**config.mk**
```make
export PLATFORM = sky130hd
export DESIGN_NAME = wht_blk_collector
export DESIGN_NICKNAME = d
export VERILOG_FILES = /design/src/rtl/wht_pkg.sv /design/src/rtl/wht_pix_norm.sv /design/src/rtl/wht_blk_collector.sv
export SDC_FILE = /design/constraint.sdc
export NUM_CORES = 1
export LEC_CHECK = 0
export CAP_MARGIN = 20
export CORE_MARGIN = 1
export CORE_UTILIZATION = 55
export CTS_CLUSTER_SIZE = 10
export DETAILED_ROUTE_END_ITERATION = 7
export PLACE_DENSITY = 0.76
export SLEW_MARGIN = 20
export SYNTH_ARGS = -nofsm -noshare
export SYNTH_HDL_FRONTEND = slang
export SYNTH_SLANG_ARGS = --single-unit
```
**constraint.sdc**
```tcl
create_clock -name clk -period 11.4 [get_ports clk]
set_input_delay 2.85 -clock clk [delete_from_list [all_inputs] [get_ports clk]]
set_output_delay 2.85 -clock clk [all_outputs]
set_load 0.01 [all_outputs]
```
**src/rtl/wht_pkg.sv**
```systemverilog
// Shared WHT constants and row word type, used by both the forward feeder and the collector.
package wht_pkg;
  localparam int WIDTH        = 17;
  localparam int SHIFT        = 4;
  localparam int PIXW         = 8;
  localparam int ROWS_PER_BLK = 4;

  typedef logic [4*PIXW-1:0] row_word_t;

  typedef enum logic {
    RD_IDLE = 1'b0,
    RD_SEND = 1'b1
  } rd_state_t;
endpackage

```
**src/rtl/wht_pix_norm.sv**
```systemverilog
// One-pixel normaliser: round-to-nearest divide by 2^SHIFT, then clip to an unsigned PIXW range.
module wht_pix_norm #(
  parameter int WIDTH = 17,
  parameter int SHIFT = 4,
  parameter int PIXW  = 8
) (
  input  logic [WIDTH-1:0] pix,
  output logic [PIXW-1:0]  y
);
  localparam logic [WIDTH:0] RND  = (WIDTH+1)'(1 << (SHIFT-1));
  localparam logic [WIDTH:0] MAXV = (WIDTH+1)'((1 << PIXW) - 1);

  logic signed [WIDTH:0] sum;
  logic signed [WIDTH:0] shf;

  always_comb begin
    // One guard bit keeps the rounding add from overflowing at full-scale positive input.
    sum = $signed({pix[WIDTH-1], pix} + RND);
    shf = sum >>> SHIFT;
    if (shf[WIDTH]) begin
      y = '0;
    end else if ($unsigned(shf) > MAXV) begin
      y = '1;
    end else begin
      y = shf[PIXW-1:0];
    end
  end
endmodule

```
**src/rtl/wht_blk_collector.sv**
```systemverilog
// Collects normalised 4-pixel rows into 4x4 blocks in a two-bank ping-pong buffer and
// streams each block out row by row on a valid/ready interface.
//
// state   | meaning
// RD_IDLE | waiting for the read bank to become full
// RD_SEND | presenting rows 0..3 of the read bank
module wht_blk_collector
  import wht_pkg::*;
#(
  parameter int WIDTH = wht_pkg::WIDTH,
  parameter int SHIFT = wht_pkg::SHIFT,
  parameter int PIXW  = wht_pkg::PIXW
) (
  input  logic                clk,
  input  logic                rst,
  input  logic [WIDTH-1:0]    pix_in0,
  input  logic [WIDTH-1:0]    pix_in1,
  input  logic [WIDTH-1:0]    pix_in2,
  input  logic [WIDTH-1:0]    pix_in3,
  input  logic                pix_ivalid,
  output logic [4*PIXW-1:0]   blk_o,
  output logic                blk_ovalid,
  input  logic                blk_oready,
  output logic                blk_olast,
  output logic [15:0]         blk_cnt,
  output logic                ovf,
  input  logic                ovf_clr
);
  logic [PIXW-1:0]   norm0, norm1, norm2, norm3;
  logic [4*PIXW-1:0] s1_row;
  logic              s1_valid;

  wht_pix_norm #(.WIDTH(WIDTH), .SHIFT(SHIFT), .PIXW(PIXW)) u_norm0 (.pix(pix_in0), .y(norm0));
  wht_pix_norm #(.WIDTH(WIDTH), .SHIFT(SHIFT), .PIXW(PIXW)) u_norm1 (.pix(pix_in1), .y(norm1));
  wht_pix_norm #(.WIDTH(WIDTH), .SHIFT(SHIFT), .PIXW(PIXW)) u_norm2 (.pix(pix_in2), .y(norm2));
  wht_pix_norm #(.WIDTH(WIDTH), .SHIFT(SHIFT), .PIXW(PIXW)) u_norm3 (.pix(pix_in3), .y(norm3));

  always_ff @(posedge clk or posedge rst) begin
    if (rst) begin
      s1_valid <= 1'b0;
      s1_row   <= '0;
    end else begin
      s1_valid <= pix_ivalid;
      if (pix_ivalid) begin
        s1_row <= {norm3, norm2, norm1, norm0};
      end
    end
  end

  // Write side
  logic [1:0]        wr_row;
  logic              wr_bank;
  logic              wr_drop;
  logic [1:0]        bank_full;
  logic [4*PIXW-1:0] bank_mem [2][ROWS_PER_BLK];
  logic              wr_target_full;
  logic              drop_now;
  logic              wr_en;

  // Read side
  rd_state_t   rd_state, rd_state_nxt;
  logic [1:0]  rd_row;
  logic [1:0]  rd_row_inc;
  logic        rd_bank;
  logic        rd_done;

  assign rd_row_inc = rd_row + 2'd1;
  assign rd_done    = (rd_state == RD_SEND) && blk_ovalid && blk_oready && (rd_row == 2'd3);

  // A bank freed by the final read handshake on this edge is already usable by the writer.
  assign wr_target_full = bank_full[wr_bank] && !(rd_done && (rd_bank == wr_bank));
  assign drop_now       = (wr_row == 2'd0) ? wr_target_full : wr_drop;
  assign wr_en          = s1_valid && !drop_now;

  always_ff @(posedge clk or posedge rst) begin
    if (rst) begin
      wr_row    <= 2'd0;
      wr_bank   <= 1'b0;
      wr_drop   <= 1'b0;
      bank_full <= 2'b00;
      ovf       <= 1'b0;
    end else begin
      if (s1_valid) begin
        wr_row <= wr_row + 2'd1;
        if (wr_row == 2'd0) begin
          wr_drop <= wr_target_full;
        end
      end
      if (wr_en && (wr_row == 2'd3)) begin
        wr_bank <= ~wr_bank;
      end
      for (int b = 0; b < 2; b++) begin
        if (wr_en && (wr_row == 2'd3) && (wr_bank == 1'(b))) begin
          bank_full[b] <= 1'b1;
        end else if (rd_done && (rd_bank == 1'(b))) begin
          bank_full[b] <= 1'b0;
        end
      end
      if (s1_valid && (wr_row == 2'd0) && wr_target_full) begin
        ovf <= 1'b1;
      end else if (ovf_clr) begin
        ovf <= 1'b0;
      end
    end
  end

  always_ff @(posedge clk) begin
    if (wr_en) begin
      bank_mem[wr_bank][wr_row] <= s1_row;
    end
  end

  always_comb begin
    rd_state_nxt = rd_state;
    case (rd_state)
      RD_IDLE: if (bank_full[rd_bank]) rd_state_nxt = RD_SEND;
      RD_SEND: if (rd_done)            rd_state_nxt = RD_IDLE;
      default:                         rd_state_nxt = RD_IDLE;
    endcase
  end

  always_ff @(posedge clk or posedge rst) begin
    if (rst) begin
      rd_state   <= RD_IDLE;
      rd_row     <= 2'd0;
      rd_bank    <= 1'b0;
      blk_o      <= '0;
      blk_ovalid <= 1'b0;
      blk_olast  <= 1'b0;
      blk_cnt    <= 16'd0;
    end else begin
      rd_state <= rd_state_nxt;
      case (rd_state)
        RD_IDLE: begin
          if (bank_full[rd_bank]) begin
            blk_o      <= bank_mem[rd_bank][0];
            blk_ovalid <= 1'b1;
            blk_olast  <= 1'b0;
            rd_row     <= 2'd0;
          end
        end
        RD_SEND: begin
          if (blk_ovalid && blk_oready) begin
            if (rd_row == 2'd3) begin
              blk_ovalid <= 1'b0;
              blk_olast  <= 1'b0;
              rd_row     <= 2'd0;
              rd_bank    <= ~rd_bank;
              blk_cnt    <= blk_cnt + 16'd1;
            end else begin
              blk_o     <= bank_mem[rd_bank][rd_row_inc];
              blk_olast <= (rd_row_inc == 2'd3);
              rd_row    <= rd_row_inc;
            end
          end
        end
        default: ;
      endcase
    end
  end
endmodule

```
* After elaboration in Yosys (flattened, before gate mapping)
Memories as Yosys holds them, arrays and structs flattened.
Index checks and enable logic that the tools add are counted.
** Cells by class
- Add/subtract/negate cells :: 7
- Magnitude comparators :: 9
- Equal/unequal tests :: 8
- Mux-type cells :: 45
- Bitwise gates (word level) :: 5
- Reduce and logical (&&, ||, !) cells :: 25
** Operators with widths (number)
- 32-bit 2-to-1 mux :: 6
- 128-bit 2-to-1 mux :: 1
- 17-bit by 5-bit adder with 18-bit output, second input constant :: 4
- 18-bit by 8-bit greater-than comparator with 1-bit output, second input constant :: 4
- 32-bit binary-select mux with 2-bit select :: 1
- 32-bit demux with 2-bit select :: 1
- 8-bit 2-to-1 mux :: 8
- 32-bit case mux with 2 select lines :: 1
- 1-bit 2-to-1 mux :: 20
- 16-bit by 1-bit adder with 16-bit output, second input constant :: 1
- 1-bit logical AND :: 15
- 3-bit AND reduction :: 3
- 2-bit == test, second input constant :: 3
- 3-bit >= comparator, second input constant :: 2
- 2-bit 2-to-1 mux :: 3
- 2-bit NOT with 3-bit output :: 2
- 1-bit case mux with 2 select lines :: 3
- 2-bit nonzero test :: 3
- 2-bit by 1-bit adder with 2-bit output, second input constant :: 2
- 1-bit by 2-bit < comparator with 1-bit output, second input constant :: 2
- 2-bit by 1-bit != test with 1-bit output, second input constant :: 2
- 2-bit != test, second input constant :: 2
- 2-bit case mux with 2 select lines :: 1
- 3-bit by 1-bit < comparator with 1-bit output, second input constant :: 1
- 5 further kinds :: 8
** Storage, ports and cells
- Bits in registers :: 94
- Bits in writable memories :: 256
- Bits of input ports :: 73
- Output and inout bits :: 51
- Word-level logic and storage cells :: 115
- Memories kept :: 1
** Memory list
- bank_mem :: words 2, width 128, read ports 1, clocked after memory_dff 0, write ports 1, line wht_blk_collector.sv:55 : logic [4*PIXW-1:0] bank_mem [2][ROWS_PER_BLK];

* Depth between registers and ports, before layout
- Depth in word-level cells :: 12
- Depth in mapped cells :: 11
- Mapped depth without buffers :: 7

* Modules after synthesis
Synthesis repeated with hierarchy kept, for this count alone.
** Second synthesis, totals
- Cell total of the unflattened synthesis :: 1002
- Area total of the unflattened synthesis :: 14929.3 um^2
** By module, submodules not included
- wht_blk_collector :: times used 1, cells each 822, area an instance 13595.5 um^2, sequential area each 10039.6 um^2
- wht_pix_norm (u_norm0 ...) :: times used 3, cells each 45, area an instance 321.6 um^2, sequential area each 0.0 um^2
- wht_pix_norm (u_norm3) :: times used 1, cells each 45, area an instance 369.1 um^2, sequential area each 0.0 um^2

* Least setup slack after synthesis
Ideal clock, no wire load.
- Path type :: input -> register
- Start :: input blk_oready
- End :: memory bank_mem[0][100] (netlist bit), enable pin
- Library setup time :: 0.461 ns
- Arrival :: 5.488 ns
- Data required time :: 10.939 ns
- Slack :: 5.450 ns
- Stages on the path :: 3
- Buffers on the path :: 0
- Path through :: nand4_2 > o21a_1 > nor3_1
** On the way
- Cells in the longest elaborated chain, start to end :: 10
** RTL lines
- from (decl) :: line wht_blk_collector.sv:23 : input logic blk_oready,
- 1-bit logical AND (2 in series) :: line wht_blk_collector.sv:68 : assign rd_done = (rd_state == RD_SEND) && blk_ovalid && blk_oready && (rd_row == 2'd3);
- 1-bit logical AND :: line wht_blk_collector.sv:71 : assign wr_target_full = bank_full[wr_bank] && !(rd_done && (rd_bank == wr_bank));
- 1-bit logical NOT :: line wht_blk_collector.sv:71
- 1-bit logical AND :: line wht_blk_collector.sv:71
- 1-bit 2-to-1 mux
- 1-bit logical NOT :: line wht_blk_collector.sv:73 : assign wr_en = s1_valid && !drop_now;
- 1-bit logical AND :: line wht_blk_collector.sv:73
- 1-bit 2-to-1 mux :: line wht_blk_collector.sv:108 : if (wr_en) begin
- 128-bit 2-to-1 mux (not written as such) :: line wht_blk_collector.sv:109 : bank_mem[wr_bank][wr_row] <= s1_row;
- to (decl) :: line wht_blk_collector.sv:55
Every way passes these cells.

* Final worst setup path
- Start :: input blk_oready
- End :: memory bank_mem[1][104] (netlist bit), enable pin
Same word-level chain as after synthesis.

==> results by group <==
Route
  – Remaining DRCs: 0
  – Final wirelength: 29290 µm
  – 1st-pass router iterations: 5
  – Total number of vias: 8615
  – DR WL/cell: 19.97 µm
  – Via density: 5.873
  – Initial drt markers: 635
  – Post-route ant nets: 0

CTS
  – Post-CTS sizing: 0
  – H-tree levels: 2
  – Cts bufs inserted: 40
  – Clk root buf: clkbuf_16
  – Clk pin slew, worst setup/hold paths: 50 ps
  – CTS tree: yes
  – Post-CTS Repair Setup Buffers: 0
  – Post-cts hold buffer count: 0
  – Worst skew pair latency: 520 ps
  – Clk sink count: 350
  – Clock Tree Buf Depth: 3

Pwr
  – Max IR drop VDD: 0.0001788 V
  – Leak: 6.080 nW
  – PD cells: 236.4 mW/mm²

Critical path
  – Critical Path End Type: flop
  – CP cell instances: clkdlybuf4s50_1, and4_1, a21boi_0, nor2_2, buf_4
  – Worst setup SP type: input pin
  – R2R depth: 6
  – Worst path required time: 11570 ps
  – CP max stage cell: nor2_2
  – WS Path Type: in2reg
  – CP arrival: 5190 ps
  – Critical Path Max Stage Delay: 700 ps
  – CP max FO: 22

Placement
  – Detail Placement HPWL: 16900 µm
  – Final Wtd Congestion: 0.7625
  – Buffers on Ports: 111

Run status
  – Outcome: finished, final reports clean

Global routing
  – Gr ovfl total: 0
  – Largest net degree at the start of global routing: 65
  – First-pass GRT wire length: 45240 µm
  – Antenna violations before repair: 0
  – Total track usage: 0.2215
  – Vias in the first global route: 8384

Timing
  – # setup viols final: 0
  – Setup_tns: 0 ps
  – Rel. slew slack: 0.2698
  – Clock skew: 18.16 ps
  – Worst Max-Slew Pin Slew: 1093 ps
  – Final worst path period share: 0.4410
  – RSZ-0062 raised after global routing: false
  – Min cycle time layout: 5027 ps
  – Final hold viol count: 0
  – Max Freq: 0.1989 GHz
  – Max-slew violations: 0

Yosys
  – Sequential area share after synthesis: 0.6885
  – Share of the synthesized area in the top cell type: 0.5272
  – Syn Inst Count: 981
  – Synth top cells by count: edfxtp_1, nand2_1, dfrtp_1
  – Syn. warnings: 0
  – Syn avg cell area: 14.86 µm²
  – Synth area leader: edfxtp_1
  – Yosys reg bits: 350
  – Synth Flop Type: edfxtp_1
  – FFs w/ async S/R, synth: 0.2686
  – Synth area leaders: edfxtp_1, dfrtp_1, mux2_2
  – Count leader, synth: edfxtp_1
  – Distinct cells, synth: 58
  – Mapped Area: 0.01458 mm²
  – Mapped Nets: 1065
  – Post-synth EDFFs: 256

Final layout
  – Final core utilization: 0.6605
  – Share of layout cells above drive strength 1: 0.1564
  – Number of fill cells: 1787
  – Layout area overhead: 18.04%
  – Fin nets: 1188
  – Diode count: 0

Floorplanning
  – Ports: 124
  – Effective utilization at floorplan: 0.5596
  – Row count: 59
  – Core box area: 0.02606 mm²
  – Die area: 0.02717 mm²
  – Die height: 164.8 µm
  – Chip width: 164.8 µm

Min path
  – Worst hold path type: reg2reg
  – Worst hold path depth: 1

Flow run
  – Maxcap violations: 0
-- stage by stage --
| stage | cell area, µm² | cells | worst slack, ps | hold slack (ps) | power, mW |
|---|---|---|---|---|---|
| finish | 17210 | 1467 | 6373 | 465.4 | 4.069 |
| global route | 17210 | 1467 | 6250 | 492.5 | 4.272 |
| CTS | 17210 | 1467 | 6406 | 472.2 | 4.103 |
| detailed placement | 16060 | 1397 | 5875 | 462.2 | 2.971 |
| global placement | 16060 | 1397 | 5899 | 456.9 | 2.925 |
| floorplan | 14580 | 981 | 5450 | 450.9 | 2.520 |
-- layout make-up --
cell class | count | area, µm² | share of cell area
clock buffers | 68 | 1127 | 0.06550
clock inverters | 2 | 17.52 | 0.001018
inverters | 20 | 77.57 | 0.004507
multi-input cells | 566 | 4303 | 0.2500
flip-flops and latches | 350 | 10040 | 0.5835
well taps | 335 | 419.2 | 0.02435
repair buffers | 126 | 1224 | 0.07110
-- final timing paths --
kind	start	end	slack, ps
min in group asynchronous	rst	blk_cnt[12]	2740
max in group asynchronous	rst	rd_bank	7520
max reg2reg	rd_row[0]	bank_mem[1][104]	7690
min	blk_cnt[15]	blk_cnt[15]	470
min reg2reg	blk_cnt[15]	blk_cnt[15]	470
max	blk_oready	bank_mem[1][104]	6370
-- registers in the layout (all words and copies together) (netlist names), 2 cells and up --
register / cells
s1_row: 32
rd_row: 2
bank_full: 2
wr_row: 2
bank_mem: 256
blk_o: 32
blk_cnt: 16
-- critical path: cells and delay by family --
family | cells | cell delay, ps
AO/OA/AOI/OAI | 1 | 260
buffers and inverters | 2 | 1030
AND/OR/NAND/NOR | 2 | 1020
-- where the power goes --
group	total, mW	switching [mW]	internal [mW]	leakage (nW)
Clock	1.13	0.459	0.669	0.546
Sequential	1.74	0.154	1.59	3.48
Combinational	1.20	0.657	0.541	2.05
-- placed cells by master (no fill, tap or decap), drive strengths merged, types with 4 or more instances in the layout --
cell type      synthesis  layout
a21oi                 19      19
a32oi                 16      16
and2                   4       4
and3                   5       5
and4                   5       5
buf                   17      15
clkbuf                28      68
clkdlybuf4s50          0     111
dfrtp                 94      94
edfxtp               256     256
ha                    11      11
inv                   20      22
mux2                  67      67
mux2i                  6       6
mux4                  32      32
nand2                123     123
nand3                 23      23
nand4                 12      12
nor2                  24      24
nor3                   9       9
nor4                  12      12
o21ai                 76      76
o221ai                 7       7
o22ai                 33      33
o2bb2ai                8       8
xnor2                 27      27
xor2                  17      17
-- cells by family (layout without fill, tap and decap cells) --
logic type / Yosys count / after routing / synth area share
AND/OR/NAND/NOR: 229 / 229 / 0.07508
adder cells (fa/ha/maj): 11 / 11 / 0.009439
buffers and inverters: 65 / 216 / 0.01905
XOR/XNOR: 44 / 44 / 0.02643
flip-flops: 350 / 350 / 0.6885
AO/OA/AOI/OAI: 177 / 177 / 0.07594
multiplexers: 105 / 105 / 0.1055
-- routing by layer --
layer,GRT usage,part of all wire,vias up
met2,0.3814,0.51,267
met3,0.03265,0.055,47
li1,-,-,4015
met4,0.06214,0.019,0
met1,0.2936,0.42,4286
met5,0,0,-
Note: power is estimated with default switching activity, not from simulation.
